[src/rtl/onewire_pkg.sv]
// Shared definitions for the 1-wire slave: state encoding, default bus timing, read command.
// Timing defaults match the team's 1-wire master so both sides agree on slot lengths.
package onewire_pkg;

  typedef enum logic [2:0] {
    ST_IDLE      = 3'd0,
    ST_PRES_WAIT = 3'd1,
    ST_PRES_DRV  = 3'd2,
    ST_CMD_RX    = 3'd3,
    ST_TX_SLOT   = 3'd4,
    ST_DONE      = 3'd5
  } ow_state_t;

  localparam int unsigned OW_CNT_W    = 16;
  localparam int unsigned OW_RST_MIN  = 24000;
  localparam int unsigned OW_PRES_DLY = 500;
  localparam int unsigned OW_PRES_LEN = 4000;
  localparam int unsigned OW_TX_HOLD  = 3500;
  localparam int unsigned OW_WR_SMP   = 3000;
  localparam logic [7:0]  OW_READ_CMD = 8'hBE;

endpackage

[src/rtl/onewire_sync.sv]
// Bus input conditioning: 2-flop synchroniser, fall/rise pulses and a low-time counter
// that flags a bus reset when the line is released after a long enough external low.
module onewire_sync
  import onewire_pkg::*;
#(
  parameter int unsigned CNT_W   = OW_CNT_W,
  parameter int unsigned RST_MIN = OW_RST_MIN
) (
  input  logic i_clk,
  input  logic i_rst_n,
  input  logic i_dq,
  input  logic i_own,
  output logic o_line,
  output logic o_fall,
  output logic o_rise,
  output logic o_rst_det
);

  logic             r_meta;
  logic             r_line;
  logic             r_line_d;
  logic [CNT_W-1:0] r_low_cnt;

  function automatic logic [CNT_W-1:0] sat_inc(input logic [CNT_W-1:0] c);
    return (&c) ? c : c + CNT_W'(1);
  endfunction

  // Flops idle high so leaving reset never produces a spurious fall.
  always_ff @(posedge i_clk or negedge i_rst_n) begin
    if (!i_rst_n) begin
      r_meta    <= 1'b1;
      r_line    <= 1'b1;
      r_line_d  <= 1'b1;
      r_low_cnt <= '0;
    end else begin
      r_meta   <= i_dq;
      r_line   <= r_meta;
      r_line_d <= r_line;
      // Low time only accumulates while we are not pulling the bus ourselves.
      if (r_line)
        r_low_cnt <= '0;
      else if (!i_own)
        r_low_cnt <= sat_inc(r_low_cnt);
    end
  end

  assign o_line    = r_line;
  assign o_fall    = r_line_d & ~r_line;
  assign o_rise    = ~r_line_d & r_line;
  assign o_rst_det = o_rise && (r_low_cnt >= CNT_W'(RST_MIN));

endmodule

[src/rtl/onewire_slave.sv]
// Single-device 1-wire responder: presence pulse after bus reset, then serves 8 read slots
// LSB first from a latched byte. Define ONEWIRE_CMD_EN to require a READ_CMD write first.
module onewire_slave
  import onewire_pkg::*;
#(
  parameter int unsigned CNT_W    = OW_CNT_W,
  parameter int unsigned RST_MIN  = OW_RST_MIN,
  parameter int unsigned PRES_DLY = OW_PRES_DLY,
  parameter int unsigned PRES_LEN = OW_PRES_LEN,
  parameter int unsigned TX_HOLD  = OW_TX_HOLD,
  parameter int unsigned WR_SMP   = OW_WR_SMP,
  parameter logic [7:0]  READ_CMD = OW_READ_CMD
) (
  input  logic       clk,
  input  logic       reset,
  input  logic       dq_in,
  output logic       dq_oe,
  input  logic [7:0] tx_data,
  output logic       busy,
  output logic       tx_done,
  output logic [7:0] cmd,
  output logic       cmd_valid,
  output logic       rst_seen
);

  localparam logic [CNT_W-1:0] C_PRES_DLY = CNT_W'(PRES_DLY);
  localparam logic [CNT_W-1:0] C_PRES_LEN = CNT_W'(PRES_LEN);
  localparam logic [CNT_W-1:0] C_TX_HOLD  = CNT_W'(TX_HOLD);

  ow_state_t        r_state;
  logic [CNT_W-1:0] r_cnt;
  logic [2:0]       r_bit;
  logic             r_slot;
  logic [7:0]       r_shift;
  logic             r_oe;
  logic             r_busy;
  logic             r_tx_done;
  logic [7:0]       r_cmd;
  logic             r_cmd_valid;
  logic             r_rst_seen;

  logic w_line;
  logic w_fall;
  logic w_rise;
  logic w_rst_det;
  logic w_fall_ext;
  logic w_unused;

  function automatic logic [CNT_W-1:0] sat_inc(input logic [CNT_W-1:0] c);
    return (&c) ? c : c + CNT_W'(1);
  endfunction

  onewire_sync #(
    .CNT_W  (CNT_W),
    .RST_MIN(RST_MIN)
  ) u_sync (
    .i_clk    (clk),
    .i_rst_n  (reset),
    .i_dq     (dq_in),
    .i_own    (r_oe),
    .o_line   (w_line),
    .o_fall   (w_fall),
    .o_rise   (w_rise),
    .o_rst_det(w_rst_det)
  );

  // Falls caused by our own pull are not slot starts.
  assign w_fall_ext = w_fall & ~r_oe;

`ifdef ONEWIRE_CMD_EN
  localparam logic [CNT_W-1:0] C_WR_SMP = CNT_W'(WR_SMP);
  logic [7:0] r_cmd_sh;
  logic [7:0] w_cmd_next;
  assign w_cmd_next = {w_line, r_cmd_sh[6:0]};
  assign w_unused   = w_rise;
`else
  assign w_unused   = w_rise ^ w_line ^ (^READ_CMD) ^ (^WR_SMP);
`endif

  always_ff @(posedge clk or negedge reset) begin
    if (!reset) begin
      r_state     <= ST_IDLE;
      r_cnt       <= '0;
      r_bit       <= '0;
      r_slot      <= 1'b0;
      r_shift     <= '0;
      r_oe        <= 1'b0;
      r_busy      <= 1'b0;
      r_tx_done   <= 1'b0;
      r_cmd       <= '0;
      r_cmd_valid <= 1'b0;
      r_rst_seen  <= 1'b0;
`ifdef ONEWIRE_CMD_EN
      r_cmd_sh    <= '0;
`endif
    end else begin
      r_tx_done   <= 1'b0;
      r_cmd_valid <= 1'b0;
      r_rst_seen  <= 1'b0;
      r_cnt       <= w_fall_ext ? '0 : sat_inc(r_cnt);
      // A bus reset overrides whatever the FSM would do this cycle.
      if (w_rst_det) begin
        r_rst_seen <= 1'b1;
        r_cnt      <= '0;
        r_bit      <= '0;
        r_slot     <= 1'b0;
        r_oe       <= 1'b0;
        r_busy     <= 1'b1;
        r_state    <= ST_PRES_WAIT;
      end else begin
        case (r_state)
          ST_IDLE: begin
            r_oe   <= 1'b0;
            r_busy <= 1'b0;
          end
          ST_PRES_WAIT: begin
            if (r_cnt == C_PRES_DLY) begin
              r_oe    <= 1'b1;
              r_cnt   <= '0;
              r_state <= ST_PRES_DRV;
            end
          end
          ST_PRES_DRV: begin
            if (r_cnt == C_PRES_LEN) begin
              r_oe    <= 1'b0;
              r_shift <= tx_data;
              r_bit   <= '0;
              r_slot  <= 1'b0;
`ifdef ONEWIRE_CMD_EN
              r_state <= ST_CMD_RX;
`else
              r_state <= ST_TX_SLOT;
`endif
            end
          end
`ifdef ONEWIRE_CMD_EN
          ST_CMD_RX: begin
            if (w_fall_ext) begin
              r_slot <= 1'b1;
            end else if (r_slot && r_cnt == C_WR_SMP) begin
              r_slot          <= 1'b0;
              r_cmd_sh[r_bit] <= w_line;
              r_bit           <= r_bit + 3'd1;
              if (r_bit == 3'd7) begin
                r_cmd       <= w_cmd_next;
                r_cmd_valid <= 1'b1;
                r_bit       <= '0;
                if (w_cmd_next == READ_CMD) begin
                  r_state <= ST_TX_SLOT;
                end else begin
                  r_busy  <= 1'b0;
                  r_state <= ST_DONE;
                end
              end
            end
          end
`endif
          ST_TX_SLOT: begin
            if (w_fall_ext) begin
              r_slot <= 1'b1;
              if (!r_shift[r_bit])
                r_oe <= 1'b1;
            end else if (r_slot && r_cnt == C_TX_HOLD) begin
              r_oe   <= 1'b0;
              r_slot <= 1'b0;
              r_bit  <= r_bit + 3'd1;
              if (r_bit == 3'd7) begin
                r_tx_done <= 1'b1;
                r_busy    <= 1'b0;
                r_state   <= ST_DONE;
              end
            end
          end
          default: begin
            r_oe   <= 1'b0;
            r_busy <= 1'b0;
          end
        endcase
      end
    end
  end

  assign dq_oe     = r_oe;
  assign busy      = r_busy;
  assign tx_done   = r_tx_done;
  assign cmd       = r_cmd;
  assign cmd_valid = r_cmd_valid;
  assign rst_seen  = r_rst_seen;

endmodule
[config.mk]
export PLATFORM = sky130hd
export DESIGN_NAME = onewire_slave
export DESIGN_NICKNAME = d
export VERILOG_FILES = /design/src/rtl/onewire_pkg.sv /design/src/rtl/onewire_sync.sv /design/src/rtl/onewire_slave.sv
export SDC_FILE = /design/constraint.sdc
export NUM_CORES = 1
export LEC_CHECK = 0
export BUFFER_PORTS_ARGS = -buffer_cell sky130_fd_sc_hd__buf_2
export CORE_MARGIN = 2
export CORE_UTILIZATION = 33
export CTS_CLUSTER_DIAMETER = 30
export DETAILED_ROUTE_END_ITERATION = 6
export SYNTH_ARGS = -nofsm -noshare
export SYNTH_HDL_FRONTEND = slang
export SYNTH_HIERARCHICAL = 1
export SYNTH_SLANG_ARGS = --single-unit
export TNS_END_PERCENT = 20
[constraint.sdc]
create_clock -name clk -period 2.8 [get_ports clk]
set_input_delay 0.14 -clock clk [delete_from_list [all_inputs] [get_ports clk]]
set_output_delay 0.14 -clock clk [all_outputs]
set_load 0.1 [all_outputs]
==> results of run 1 <==
==> metrics by stage <==
stage / hold WS [ns] / utilization / instance area [um^2] / std cells
4_1_cts: 0.0376 / 0.370 / 3380 / 440
6_report: 0.0495 / 0.370 / 3380 / 440
3_5_place_dp: 0.252 / 0.355 / 3250 / 430
2_1_floorplan: -0.156 / - / 3110 / 318
3_3_place_gp: 0.240 / 0.355 / 3250 / 430
5_1_grt: 0.0422 / 0.370 / 3380 / 440
==> per-layer routing <==
metal  share of wire  routed length (um)  vias up  track usage
li1                -                   -     1155            -
met1            0.49                3020     1095        0.178
met2            0.47                2870       27        0.215
met3           0.025                 155       11       0.0236
met4           0.012                  73        0       0.0348
met5               0                   0        -            0
==> registers in the layout (all words and copies together), names as in the netlist <==
register	count
busy	1
r_state	3
u_sync/o_line	1
dq_oe	1
u_sync/r_line_d	1
r_bit	3
rst_seen	1
r_shift	8
tx_done	1
u_sync/r_meta	1
r_cnt	16
u_sync/r_low_cnt	16
r_slot	1
==> power by group through the flow <==
| stage | clock [W] | combinational (W) | sequential, W |
|---|---|---|---|
| after floorplan | 0 | 0.000159 | 0.000841 |
| after global placement | 0 | 0.000173 | 0.000855 |
| after detailed placement | 0 | 0.000175 | 0.000856 |
| after CTS | 0.000562 | 0.000177 | 0.000841 |
| after global routing | 0.000589 | 0.000196 | 0.000849 |
| final | 0.000539 | 0.000174 | 0.000842 |
==> worst max-delay path by stage <==
stage            end                  from  cells after the start
2_1_floorplan  dq_oe         u_sync/o_line                      9
3_3_place_gp   dq_oe  u_sync/r_low_cnt[10]                      9
3_5_place_dp   dq_oe  u_sync/r_low_cnt[10]                      9
4_1_cts        dq_oe  u_sync/r_low_cnt[10]                      9
5_1_grt        dq_oe  u_sync/r_low_cnt[10]                      9
6_report       dq_oe  u_sync/r_low_cnt[10]                      9
==> area by class of cell <==
type / instances / area (um^2) / area share
Clock inverter: 2 / 38.8 / 0.0115
Multi-Input combinational cell: 235 / 1610 / 0.475
Timing Repair Buffer: 22 / 135 / 0.0399
Tap cell: 111 / 139 / 0.0410
Clock buffer: 6 / 72.6 / 0.0214
Sequential cell: 54 / 1360 / 0.400
Inverter: 10 / 37.5 / 0.0111
==> kinds of logic after synthesis <==
family                     share of synthesized area
other                                        0.00122
muxes                                         0.0751
DFF                                            0.440
adders and majority gates                     0.0244
AOI/OAI and AO/OA                              0.112
buffers and inverters                         0.0487
xor gates and xnor gates                      0.0313
and+or+nand+nor                                0.268
==> placed cells by master, fill, tap and decap left out, types with 5 or more instances in the layout <==
master,n
mux2_2,10
buf_2,14
dfrtp_1,51
ha_1,6
conb_1,9
mux2i_1,7
buf_4,6
nor2_1,29
nand2_1,15
clkbuf_8,5
nor3_1,13
nand3_1,14
inv_1,9
o21ai_0,8
or4_1,5
xnor2_1,10
or3_1,8
nor4_1,8
o31ai_1,6
nand4_1,10
nor2b_1,8
a21oi_1,17
==> what timing repair did <==
action | 4_1_cts | 5_1_grt
hold buffers | 2 | 0
setup buffers | 0 | 0
endpoints found under the hold margin | 30 | 0
gates resized for setup | 0 | 0
==> results.toml, run 1 <==
[run_status]
status = "completed"

[hold_path]
hold_end = "r_shift[7]"
hp-start = "tx_data[7]"
hold_class = "in2reg"
whs_path_depth = 2

[layout]
drive_gt1_frac = 0.188
layout.nets = 345
n_antenna_cell = 0
fillers = 922
area_delta_synth_final_pct = 9.83

[cts]
clockBufferDepth = 2
cts_tree = "built"
htreeDepth = 2
cts-root-buf = "clkbuf_8"
worstSkewPairLatency_ns = 0.32
cts.sinks = 54
clk_pin_slew_ns = 0.11
numCtsBuffers = 5

[critical_path]
slowest_stage = "dfrtp_1"
path_class = "reg2reg"
crit_chain = "nand3_1, o21bai_1, a21oi_1, nor2b_1, nor2_1, nand3_1, a21oi_1, nor4b_1, mux2_1"
timing.critical_path.buf_inv = 0
end_kind = "register"
critical-path-max-stage-delay_ns = 0.45
r2r_slack_ns = 0.33
reg2regPathDepth = 9
cp-start-kind = "register"
crit_arrival_ns = 2.67
path_max_fanout = 8
critPathTopFamily = "simple AND/OR/NAND/NOR gates"
timing.rr.start = "u_sync/r_low_cnt[10]"
worstReg2RegEnd = "dq_oe"
cp.required_ns = 3.00

[logic_synthesis]
synth_ff_type = "dfrtp_1"
syn_avg_cell_area_um2 = 9.94
synth_top_area_cell = "dfrtp_1"
synth-edff-count = 0
ys_ff_latch = 54
synthTopCellsByArea = "dfrtp_1 (41%), mux2_2 (3.7%), nor2_1 (3.5%)"
synthTopCellsByCount = "dfrtp_1 (51), nor2_1 (29), a21oi_1 (17), nand2_1 (15), nand3_1 (14)"
synth_cell_type_count = 61
yosysWarnings = 22
synthMostInstantiatedCell = "dfrtp_1"
syn_area_um2 = 3080
seq_area_frac_synth = 0.440
async_flop_share = 1.00
syn-instance-count = 310
synth_top_area_frac = 0.414

[timing]
rsz0062_at_grt = "no"
slew_headroom = 0.510
drv_slew = 0
setup_viol = 0
tightest_slew_ns = 0.736
finalSetupTns_ns = 0
clock.fmax_mhz = 405
finalCritPeriodShare = 0.881
hold_violations = 0
min_period_ns = 2.47
worst_slack_ns = 0.334
finClkSkew_ns = 0.0165

[placement]
pre_cts_ws_ns = 0.387
place_congestion = 0.892
hpwl_um = 4390
io_buffers = 14

[grt]
grt_max_degree = 34
overflow = 0
grt_pass1_wl_um = 10800
antenna_found_initial = 0
grt_usage = 0.131
grt_pass1_vias = 2271

[die]
ioPinCount = 24
start_util = 0.337
core_area_um2 = 9150
dieArea_um2 = 10100
die_h_um = 101
rows = 35
die_w_um = 101

[drt]
via_count = 2288
wl_per_cell_um = 13.9
via_per_inst = 5.20
drc_errors = 0
antenna_left = 0
drt_iter0_drc = 55
routed_wl_um = 6130
first_pass_iters = 4

[power_and_ir_drop]
leakagePower_nw = 1.38
power_frac_seq = 0.542
internal_power_w = 0.00113
sw_frac_of_total = 0.274
p_switching_w = 0.000427
pwr-share-clk = 0.347
ir_drop_mv = 0.287
finalPower_w = 0.00155
power_density_nw_per_um2 = 459
pwr-share-comb = 0.112

[run]
drv_cap = 0
Power figures use the tool's default switching activity.
==> inputs of run 2 (changes only) <==
Settings changed: RECOVER_POWER set to 50, TNS_END_PERCENT 20 to unset.
==> results.toml, run 2 (synthesized netlist as in run 1, its figures left out) <==
[cts]
cts_tree = "built"
numCtsBuffers = 5
htreeDepth = 2
cts.sinks = 54
clockBufferDepth = 2
worstSkewPairLatency_ns = 0.32
cts_setup_buffers = 0
clk_pin_slew_ns = 0.11
cts-root-buf = "clkbuf_8"
post_cts_resized = 0

[placement]
hpwl_um = 4390
place_congestion = 0.892
io_buffers = 14

[timing]
clock.fmax_mhz = 407
tightest_slew_ns = 1.77
min_period_ns = 2.45
slew_headroom = -0.183
finalSetupTns_ns = 0
finalCritPeriodShare = 0.877
drv_slew = 34
hold_ws_ns = 0.0494
hold_violations = 0
rsz0062_at_grt = "no"
setup_viol = 0
finClkSkew_ns = 0.0157

[critical_path]
critPathTopFamily = "simple AND/OR/NAND/NOR gates"
cp.required_ns = 3.00
end_kind = "register"
cp-start-kind = "register"
crit_arrival_ns = 2.65
slowest_stage = "dfrtp_1"
critical-path-max-stage-delay_ns = 0.45
crit_chain = "nand3_1, o21bai_1, a21oi_1, nor2b_1, nor2_1, nand3_1, a21oi_1, nor4b_1, mux2_1"
path_class = "reg2reg"
timing.critical_path.buf_inv = 0
path_max_fanout = 8

[power_and_ir_drop]
pwr-share-comb = 0.111
sw_frac_of_total = 0.274
leakagePower_nw = 1.36
power_density_nw_per_um2 = 460
power_frac_seq = 0.542
p_switching_w = 0.000426
internal_power_w = 0.00113
pwr-share-clk = 0.346
ir_drop_mv = 0.286

[die]
die_h_um = 101
rows = 35
start_util = 0.337
core_area_um2 = 9150
dieArea_um2 = 10100
ioPinCount = 24
die_w_um = 101

[drt]
first_pass_iters = 4
wl_per_cell_um = 13.8
via_count = 2285
drt_iter0_drc = 47
via_per_inst = 5.19
routed_wl_um = 6090
antenna_left = 0
drc_errors = 0

[grt]
grt_usage = 0.131
grt_pass1_wl_um = 10800
grt_max_degree = 34
overflow = 0
antenna_found_initial = 0
grt_pass1_vias = 2271

[run_status]
status = "complete, but fails checks"
violations = "max-capacitance violations, max-slew violations"

[layout]
layout.nets = 345
drive_gt1_frac = 0.176
final_common_cell = "dfrtp_1"
reg_top3 = "r_cnt (16), u_sync/r_low_cnt (16), r_shift (8)"
final_core_util = 0.369
n_antenna_cell = 0
layout_common_cells = "dfrtp_1 (51), nor2_1 (29), a21oi_1 (17)"
area_delta_synth_final_pct = 9.58

[run]
drv_cap = 1

[hold_path]
hold_class = "in2reg"
-- run 2: path summary, 6_finish.rpt --
kind | startpoint | end | slack [ns] | cells past startpoint
hold / removal | tx_data[7] | r_shift[7] | 0.05 | 2
hold reg to reg | u_sync/r_meta | u_sync/o_line | 0.35 | 0
min in group asynchronous | reset | u_sync/r_low_cnt[9] | 0.82 | 2
setup reg to reg | u_sync/r_low_cnt[10] | dq_oe | 0.35 | 9
max in group asynchronous | reset | r_cnt[5] | 0.59 | 3
setup / recovery | u_sync/r_low_cnt[10] | dq_oe | 0.35 | 9
-- run 2: power by group through the flow --
stage                     Sequential [W]  Clock [W]  Combinational (W)
after floorplan                 0.000841          0           0.000159
after global placement          0.000855          0           0.000173
after detailed placement        0.000856          0           0.000175
after CTS                       0.000841   0.000562           0.000177
after global routing            0.000849   0.000589           0.000196
final                           0.000842   0.000538           0.000173
-- run 2: area by class of cell --
| cell class | count | area [um^2] |
|---|---|---|
| Clock buffer | 6 | 72.6 |
| Clock inverter | 2 | 38.8 |
| Fill cell | 923 | 5780 |
| Inverter | 10 | 37.5 |
| Multi-Input combinational cell | 235 | 1610 |
| Sequential cell | 54 | 1360 |
| Tap cell | 111 | 139 |
| Timing Repair Buffer | 22 | 128 |
-- run 2: worst register-to-register path: stages, from the launching register on --
cell	delay, ns
dfrtp_1	0.45
nand3_1	0.24
o21bai_1	0.23
a21oi_1	0.09
nor2b_1	0.27
nor2_1	0.07
nand3_1	0.18
a21oi_1	0.10
nor4b_1	0.35
mux2_1	0.35
-- run 2: through the flow --
stage	cells	cell area, um^2	setup slack [ns]	total power, W
4_1_cts	440	3380	0.348	0.00158
3_3_place_gp	430	3250	0.477	0.00103
3_5_place_dp	430	3250	0.387	0.00103
5_1_grt	440	3380	0.0770	0.00163
2_1_floorplan	318	3110	0.355	0.00100
6_report	440	3380	0.345	0.00155
-- run 2: layer usage --
| metal | up-vias | track usage | wire length [um] |
|---|---|---|---|
| li1 | 1155 | - | - |
| met5 | - | 0 | 0 |
| met1 | 1096 | 0.178 | 2990 |
| met3 | 11 | 0.0236 | 143 |
| met4 | 0 | 0.0348 | 73 |
| met2 | 23 | 0.215 | 2880 |
-- run 2: what timing repair did --
item                                    CTS  global route
endpoints found under the setup margin    0             0
hold endpoints to repair                 30             0
hold buffers                              2             0
==> inputs of run 3 (changes only) <==
==> constraint.sdc (replaced) <==
create_clock -name clk -period 2.8 [get_ports clk]
set_input_delay 0.14 -clock clk [delete_from_list [all_inputs] [get_ports clk]]
set_output_delay 0.14 -clock clk [all_outputs]
set_load 0.05 [all_outputs]
==> results.toml, run 3 (synthesized netlist as in run 1, its figures left out) <==
[run_status]
status = "complete, but fails checks"
violations = "max-capacitance violations, max-slew violations"

[grt]
grt_pass1_vias = 2271
grt_max_degree = 34
grt_pass1_wl_um = 10800
overflow = 0
antenna_found_initial = 0
grt_usage = 0.131

[critical_path]
slowest_stage = "dfrtp_1"
reg2regPathDepth = 9
timing.critical_path.buf_inv = 0
end_kind = "register"
r2r_slack_ns = 0.34
cp-start-kind = "register"
path_max_fanout = 8
critical-path-max-stage-delay_ns = 0.45
critPathTopFamily = "simple AND/OR/NAND/NOR gates"
cp.required_ns = 3.00
crit_chain = "nand3_1, o21bai_1, a21oi_1, nor2b_1, nor2_1, nand3_1, a21oi_1, nor4b_1, mux2_1"
crit_arrival_ns = 2.66
worstReg2RegEnd = "dq_oe"
timing.rr.start = "u_sync/r_low_cnt[10]"
path_class = "reg2reg"

[cts]
cts.sinks = 54
clockBufferDepth = 2
worstSkewPairLatency_ns = 0.32
cts_tree = "built"
clk_pin_slew_ns = 0.11
htreeDepth = 2
cts-root-buf = "clkbuf_8"
numCtsBuffers = 5
post_cts_resized = 0

[timing]
setup_viol = 0
worst_slack_ns = 0.344
hold_violations = 0
slew_headroom = -0.186
tightest_slew_ns = 1.78
finClkSkew_ns = 0.0161
drv_slew = 34
rsz0062_at_grt = "no"
clock.fmax_mhz = 407
finalSetupTns_ns = 0
min_period_ns = 2.46
finalCritPeriodShare = 0.877
hold_ws_ns = 0.0491

[drt]
first_pass_iters = 4
drt_iter0_drc = 47
wl_per_cell_um = 13.9
via_per_inst = 5.18
drc_errors = 0
routed_wl_um = 6100
via_count = 2280
antenna_left = 0

[hold_path]
whs_path_depth = 2
hold_end = "r_shift[7]"
hold_class = "in2reg"
hp-start = "tx_data[7]"

[layout]
area_delta_synth_final_pct = 9.54
drive_gt1_frac = 0.173
layout_common_cells = "dfrtp_1 (51), nor2_1 (29), a21oi_1 (17)"
layout.nets = 345
final_common_cell = "dfrtp_1"
n_antenna_cell = 0
reg_top3 = "r_cnt (16), u_sync/r_low_cnt (16), r_shift (8)"

[placement]
place_congestion = 0.892
pre_cts_ws_ns = 0.387
io_buffers = 14
hpwl_um = 4390

[die]
core_area_um2 = 9150
die_h_um = 101
die_w_um = 101
rows = 35
ioPinCount = 24
start_util = 0.337
dieArea_um2 = 10100

[power_and_ir_drop]
leakagePower_nw = 1.36
power_density_nw_per_um2 = 453
ir_drop_mv = 0.287

[run]
drv_cap = 1
==> run 3: cell types whose count changed in the layout (fill, tap and decap cells not counted) <==
cell,before,now
clkbuf_1,5,6
buf_2,10,9
==> run 3: worst max-delay path by stage <==
stage,depth (start not counted),end,from,slack (ns)
global placement,9,dq_oe,u_sync/r_low_cnt[10],0.48
CTS,9,dq_oe,u_sync/r_low_cnt[10],0.35
detailed placement,9,dq_oe,u_sync/r_low_cnt[10],0.39
global route,9,dq_oe,u_sync/r_low_cnt[10],0.08
finish,9,dq_oe,u_sync/r_low_cnt[10],0.34
floorplan,9,dq_oe,u_sync/o_line,0.36
==> run 3: through the flow <==
stage | std cells | cell area (um^2) | total power, W | util
after floorplan | 318 | 3110 | 0.000974 | -
after global placement | 430 | 3250 | 0.00100 | 0.355
after detailed placement | 430 | 3250 | 0.00100 | 0.355
after CTS | 440 | 3380 | 0.00155 | 0.370
after global routing | 440 | 3380 | 0.00161 | 0.369
final | 440 | 3380 | 0.00153 | 0.369
==> run 3: where the power goes <==
part	leakage [nW]	internal (W)	switching, W	total (W)
sequential	0.737	0.000807	0.0000356	0.000842
clock	0.0554	0.000269	0.000269	0.000538
combinational	0.565	0.0000515	0.0000956	0.000147
total	1.36	0.00113	0.000400	0.00153
==> run 3: layout make-up <==
cell class	count	area, um^2
clock buffers	6	72.6
multi-input cells	235	1610
repair buffers	22	126
clock inverters	2	38.8
fillers	923	5780
flip-flops and latches	54	1360
inverters	10	37.5
well taps	111	139
==> run 3: layer usage <==
layer	wire [um]	share of wire	track usage	up-vias
met3	162	0.027	0.0236	11
li1	-	-	-	1153
met5	0	0	0	-
met4	73	0.012	0.0348	0
met1	2990	0.49	0.178	1088
met2	2870	0.47	0.215	28
==> run 3: worst reg2reg max path: cells and delay by family (launching register included) <==
kind,cells,cell delay [ns]
simple gates,5,1.11
flops,1,0.45
compound gates,3,0.42
mux,1,0.35
==> run 3: repair_timing <==
item,4_1_cts,5_1_grt
hold buffers,2,0
endpoints found under the hold margin,30,0
buffers inserted,0,0
